$ cat src/rtl/demux_eight_stream_pkg.sv
// Shared constants, channel mask type and select decoder for the 1-to-8 stream demux.
package demux_pkg;

  localparam int NUM_CH = 8;
  localparam int SEL_W  = 3;

  typedef logic [NUM_CH-1:0] ch_mask_t;

  function automatic ch_mask_t sel_onehot(input logic [SEL_W-1:0] select);
    ch_mask_t mask;
    mask         = '0;
    mask[select] = 1'b1;
    return mask;
  endfunction

endpackage

$ cat src/rtl/demux_eight_stream_if.sv
// Producer bus plus eight consumer channels; signal directions are named from the demux side.
interface demux_eight_stream_if #(
  parameter int BITS  = 2,
  parameter int CNT_W = 8
);
  import demux_pkg::*;

  logic [BITS-1:0]                bus_i;
  logic [SEL_W-1:0]               select_i;
  logic                           valid_i;
  logic                           ready_o;
  logic [NUM_CH-1:0][BITS-1:0]    bus_o;
  logic [NUM_CH-1:0]              valid_o;
  logic [NUM_CH-1:0]              ready_i;
  logic [NUM_CH-1:0][CNT_W-1:0]   count_o;

  modport slave (
    input  bus_i, select_i, valid_i, ready_i,
    output ready_o, bus_o, valid_o, count_o
  );

  modport master (
    output bus_i, select_i, valid_i, ready_i,
    input  ready_o, bus_o, valid_o, count_o
  );

endinterface

$ cat src/rtl/demux_eight_stream_slot.sv
// One-entry holding slot for a single output channel, with its delivered-word counter.
module demux_slot #(
  parameter int BITS  = 2,
  parameter int CNT_W = 8
) (
  input  logic             clk_i,
  input  logic             rst_ni,
  input  logic             load_i,
  input  logic             flush_i,
  input  logic [BITS-1:0]  data_i,
  input  logic             ready_i,
  output logic [BITS-1:0]  data_o,
  output logic             valid_o,
  output logic [CNT_W-1:0] count_o
);

  logic [BITS-1:0]  data_q,  data_d;
  logic             valid_q, valid_d;
  logic [CNT_W-1:0] count_q, count_d;
  logic             drain;

  assign drain = valid_q & ready_i;

  // A load wins over drain/flush so a word arriving as the old one leaves keeps the slot full.
  always_comb begin
    data_d  = data_q;
    valid_d = valid_q;
    count_d = count_q;
    if (drain) begin
      count_d = count_q + 1'b1;
    end
    if (load_i) begin
      data_d  = data_i;
      valid_d = 1'b1;
    end else if (flush_i || drain) begin
      valid_d = 1'b0;
    end
  end

  always_ff @(posedge clk_i or negedge rst_ni) begin
    if (!rst_ni) begin
      data_q  <= '0;
      valid_q <= 1'b0;
      count_q <= '0;
    end else begin
      data_q  <= data_d;
      valid_q <= valid_d;
      count_q <= count_d;
    end
  end

  assign data_o  = data_q;
  assign valid_o = valid_q;
  assign count_o = count_q;

endmodule

$ cat src/rtl/demux_eight_stream.sv
// Registered 1-to-8 stream demux: decodes select, gates ready on the addressed slot, fans out to slots.
module demux_eight_stream
  import demux_pkg::*;
#(
  parameter int BITS  = 2,
  parameter int CNT_W = 8
) (
  input  logic                 clk_i,
  input  logic                 rst_ni,
  input  logic                 flush_i,
  demux_eight_stream_if.slave  dif
);

  ch_mask_t sel_mask;
  ch_mask_t load;
  ch_mask_t valid_w;
  logic     sel_free;
  logic     accept;

  assign sel_mask = sel_onehot(dif.select_i);

  // Ready looks only at the addressed slot, never at valid_i, so a stalled channel blocks only itself.
  assign sel_free    = ~valid_w[dif.select_i] | dif.ready_i[dif.select_i];
  assign dif.ready_o = sel_free & ~flush_i;
  assign accept      = dif.valid_i & dif.ready_o;
  assign load        = sel_mask & {NUM_CH{accept}};

  generate
    for (genvar gi = 0; gi < NUM_CH; gi++) begin : g_slot
      demux_slot #(
        .BITS  (BITS),
        .CNT_W (CNT_W)
      ) u_slot (
        .clk_i   (clk_i),
        .rst_ni  (rst_ni),
        .load_i  (load[gi]),
        .flush_i (flush_i),
        .data_i  (dif.bus_i),
        .ready_i (dif.ready_i[gi]),
        .data_o  (dif.bus_o[gi]),
        .valid_o (valid_w[gi]),
        .count_o (dif.count_o[gi])
      );
    end
  endgenerate

  assign dif.valid_o = valid_w;

endmodule

$ cat src/flat_wrapper.sv
// flat-port wrapper written by rule: the top's interface ports become plain ports
module demux_eight_stream_flat import demux_pkg::*;
#(
  parameter int BITS  = 2,
  parameter int CNT_W = 8
)
  (clk_i, rst_ni, flush_i, dif_bus_i, dif_select_i, dif_valid_i, dif_ready_i, dif_ready_o, dif_bus_o, dif_valid_o, dif_count_o);
  demux_eight_stream_if #(.BITS(BITS), .CNT_W(CNT_W)) dif_i ();
  input  logic clk_i;
  input  logic rst_ni;
  input  logic flush_i;
  input wire logic [$bits(dif_i.bus_i)-1:0] dif_bus_i;
  input wire logic [$bits(dif_i.select_i)-1:0] dif_select_i;
  input wire logic [$bits(dif_i.valid_i)-1:0] dif_valid_i;
  input wire logic [$bits(dif_i.ready_i)-1:0] dif_ready_i;
  output wire logic [$bits(dif_i.ready_o)-1:0] dif_ready_o;
  output wire logic [$bits(dif_i.bus_o)-1:0] dif_bus_o;
  output wire logic [$bits(dif_i.valid_o)-1:0] dif_valid_o;
  output wire logic [$bits(dif_i.count_o)-1:0] dif_count_o;
  assign dif_i.bus_i = dif_bus_i;
  assign dif_i.select_i = dif_select_i;
  assign dif_i.valid_i = dif_valid_i;
  assign dif_i.ready_i = dif_ready_i;
  assign dif_ready_o = dif_i.ready_o;
  assign dif_bus_o = dif_i.bus_o;
  assign dif_valid_o = dif_i.valid_o;
  assign dif_count_o = dif_i.count_o;
  demux_eight_stream #(.BITS(BITS), .CNT_W(CNT_W)) u_core (.clk_i(clk_i), .rst_ni(rst_ni), .flush_i(flush_i), .dif(dif_i));
endmodule
$ cat config.mk
export PLATFORM = sky130hd
export DESIGN_NAME = demux_eight_stream_flat
export DESIGN_NICKNAME = d
export VERILOG_FILES = /design/src/rtl/demux_eight_stream_pkg.sv /design/src/rtl/demux_eight_stream_if.sv /design/src/rtl/demux_eight_stream_slot.sv /design/src/rtl/demux_eight_stream.sv /design/src/flat_wrapper.sv
export SDC_FILE = /design/constraint.sdc
export NUM_CORES = 1
export LEC_CHECK = 0
export CELL_PAD_IN_SITES_DETAIL_PLACEMENT = 1
export CELL_PAD_IN_SITES_GLOBAL_PLACEMENT = 2
export CORE_MARGIN = 3
export CORE_UTILIZATION = 30
export CTS_BUF_LIST = sky130_fd_sc_hd__clkbuf_4 sky130_fd_sc_hd__clkbuf_8
export CTS_CLUSTER_DIAMETER = 40
export DETAILED_ROUTE_END_ITERATION = 10
export HOLD_SLACK_MARGIN = 0.12
export PLACE_DENSITY_LB_ADDON = 0.1
export SLEW_MARGIN = 20
export SYNTH_ARGS = -nofsm -noshare
export SYNTH_HDL_FRONTEND = slang
export SYNTH_SLANG_ARGS = --single-unit
$ cat constraint.sdc
create_clock -name clk_i -period 3.4 [get_ports clk_i]
set_input_delay 1.02 -clock clk_i [delete_from_list [all_inputs] [get_ports clk_i]]
set_output_delay 1.02 -clock clk_i [all_outputs]
set_load 0.005 [all_outputs]
==> results.sh <==
export IMPL_gp_congestion=0.815
export IMPL_n_antenna_cell=0
export IMPL_slew_headroom_pct=64.4
export IMPL_hpwl_um=7430
export IMPL_rsz0062_at_grt="no"
export IMPL_netlist_area_um2=3990
export IMPL_design_core_area_um2=12800
export IMPL_cp_arrival_ns=2.25
export IMPL_synthCells=342
export IMPL_nets=487
export IMPL_p_leak_nw=2.48
export IMPL_yosysSeqAreaShare_pct=55.2
export IMPL_rows=41
export IMPL_synth_edff_count=0
export IMPL_cp_end_kind="primary output"
export IMPL_area_growth_pct=38.6
export IMPL_ant_nets=0
export IMPL_timing_fmax_mhz=306
export IMPL_maxCapViolCount=0
export IMPL_initialDrtViolationCount=115
export IMPL_vdd_drop_max_mv=0.360
export IMPL_die_width_um=121
export IMPL_grt_pass1_wl_um=16400
export IMPL_ctsHoldBuffers=0
export IMPL_start_kind="primary input"
export IMPL_r2r_cells=6
export IMPL_synth_seq_cells=88
export IMPL_crit_type="in2out"
export IMPL_tightest_slew_ns=0.533
export IMPL_powerDensity_nw_per_um2=497
export IMPL_drc=0
export IMPL_p_total_mw=2.75
export IMPL_viasPerCell=4.51
export IMPL_ctsLongestPathBuffers=2
export IMPL_wl_um=9870
export IMPL_h_tree_depth=3
export IMPL_min_path_cells=1
export IMPL_path_max_fanout=5
export IMPL_cts_tree="done"
export IMPL_yosysWarnings=0
export IMPL_crit_required_ns=2.38
export IMPL_hp_start="u_core.g_slot[3].u_slot.count_o[7]"
export IMPL_synth_top_area_share_pct=55.2
export IMPL_status="completed"
export IMPL_worst_clock_skew_ns=0.0102
export IMPL_grt_pass1_vias=3158
export IMPL_final_hold_viol_count=0
export IMPL_vias=2880
export IMPL_track_usage_pct=14.3
export IMPL_slew_viol_final=0
export IMPL_hold_end="u_core.g_slot[3].u_slot.count_o[7]"
export IMPL_die_h_um=121
export IMPL_whs_ns=0.471
export IMPL_antenna_found_initial=0
export IMPL_hp_class="reg2reg"
export IMPL_finalCriticalPeriod_ns=3.27
export IMPL_ios=106
export IMPL_synth_ff_type="dfrtp_1"
export IMPL_period_share_pct=96.1
export IMPL_r2r_start="u_core.g_slot[0].u_slot.valid_o"
export IMPL_post_cts_buffers=0
export IMPL_finalSetupViolations=0
export IMPL_r2r_slack_ns=1.39
export IMPL_syn_num_nets=367
export IMPL_cts_buffers=9
export IMPL_cts_sink_count=88
export IMPL_cts_root_buf="clkbuf_8"
export IMPL_dp_cells=623
export IMPL_avgSynthCellArea_um2=11.7
export IMPL_async_flop_share_pct=100
export IMPL_clock_latency_ns=0.37
export IMPL_port_buffers=105
export IMPL_drive_gt1_share_pct=13.1
export IMPL_grt_overflow_total=0
export IMPL_grt_max_degree=50
export IMPL_start_util_pct=31.1
export IMPL_first_pass_iters=4
export IMPL_yosysTopAreaCell="dfrtp_1"
export IMPL_fin_cells=639
export IMPL_path_clk_slew_ns=0.09
export IMPL_die_area_um2=14700
export IMPL_rr_endpoint="u_core.g_slot[1].u_slot.data_o[1]"
export IMPL_wl_per_cell_um=15.4
export IMPL_synthTopCellsByArea="dfrtp_1 (55%), xnor2_1 (8.3%), mux2_1 (4.5%)"
export IMPL_synth_cell_types=34
## flip-flops by register name, summed over array words and instances, names as in the netlist
signal and flops:
u_core.g_slot.u_slot.count_o 64, u_core.g_slot.u_slot.data_o 16, u_core.g_slot.u_slot.valid_o 8
## worst max path at each step
stage | slack (ns) | to | from | cells after the start
floorplan | 0.32 | dif_ready_o | dif_select_i[2] | 7
global placement | -0.62 | dif_ready_o | dif_select_i[2] | 7
finish | 0.13 | dif_ready_o | dif_select_i[0] | 8
CTS | 0.02 | dif_ready_o | dif_select_i[1] | 8
detailed placement | -0.62 | dif_ready_o | dif_select_i[2] | 7
global route | 0.02 | dif_ready_o | dif_select_i[2] | 8
## cell usage in the layout, fill, tap and decap left out, drive strengths merged, types with 2 or more instances in the layout
master         Yosys  final
clkdlybuf4s50      0     93
dfrtp             88     88
nand2             45     45
xnor2             38     38
nor2              27     27
mux2              25     25
buf               12     20
nand3             19     19
xor2              18     18
clkbuf             2     13
nand4             10     10
o21ai              8      8
and3               8      8
ha                 8      8
dlygate4sd2        0      8
nor3               7      7
nor4               5      5
inv                4      4
mux2i              3      3
nand2b             2      2
bufinv             0      2
clkinv             1      2
a31oi              2      2
clkdlybuf4s15      0      2
## synthesized netlist by cell type, types with 3 or more instances
| cell type | instances |
|---|---|
| nor2_1 | 27 |
| nor3_1 | 6 |
| and3_1 | 8 |
| ha_1 | 8 |
| buf_6 | 3 |
| mux2_2 | 9 |
| mux2i_1 | 3 |
| xor2_1 | 18 |
| mux2_1 | 16 |
| inv_1 | 4 |
| xnor2_1 | 38 |
| o21ai_2 | 8 |
| nand2_1 | 45 |
| nor4_1 | 5 |
| nand4_1 | 10 |
| dfrtp_1 | 88 |
| nand3_1 | 19 |
| buf_4 | 9 |
## power by group
part           leakage, nW  internal [mW]  switching [mW]
logic                 1.20          0.382           0.204
clock network        0.118          0.458           0.370
registers             1.16           1.19           0.146
total                 2.48           2.03           0.720
## stage by stage
stage	worst slack (ns)	util, %	area (um2)	TNS (ns)
final	0.131	43.1	5530	0
after global routing	0.0236	43.1	5530	0
after CTS	0.0165	43.1	5530	0
after detailed placement	-0.617	41.2	5290	-0.617
after global placement	-0.619	41.2	5290	-0.619
after floorplan	0.324	-	3990	0
## critical path: stages
cell           delay, ns
dlygate4sd2_1       0.27
buf_4               0.17
and4b_1             0.23
a31oi_4             0.18
o211ai_4            0.10
nor2_1              0.09
nor2_1              0.05
buf_2               0.13
## cell type report
type | count | area, um2
clock buffer | 13 | 160
clock inverter | 3 | 65.1
fill | 1415 | 7300
inverter | 5 | 18.8
multi-input combinational | 235 | 1680
sequential | 88 | 2200
tap | 172 | 215
timing repair buffer | 123 | 1190
## cell families after synthesis
| family | count (synthesis) | synth area share [%] |
|---|---|---|
| AOI/OAI and AO/OA | 16 | 3.89 |
| xor gates and xnor gates | 56 | 12.3 |
| adders and majority gates | 8 | 2.51 |
| buffers and inverters | 19 | 3.20 |
| DFF | 88 | 55.2 |
| muxes | 28 | 7.81 |
| and+or+nand+nor | 127 | 15.1 |
## per-layer routing
layer / part of all wire, % / up-vias / track usage (%)
li1: - / 1392 / -
met1: 47 / 1403 / 19.1
met2: 44 / 72 / 21.2
met3: 7.1 / 13 / 4.80
met4: 2.0 / 0 / 6.09
met5: 0 / - / 0
## what timing repair did
item | in CTS | in global routing
gates resized for setup | 19 | 3
setup endpoints to repair | 1 | 1
endpoints found under the hold margin | 0 | 0
No activity file was read; power rests on OpenSTA's default activity.
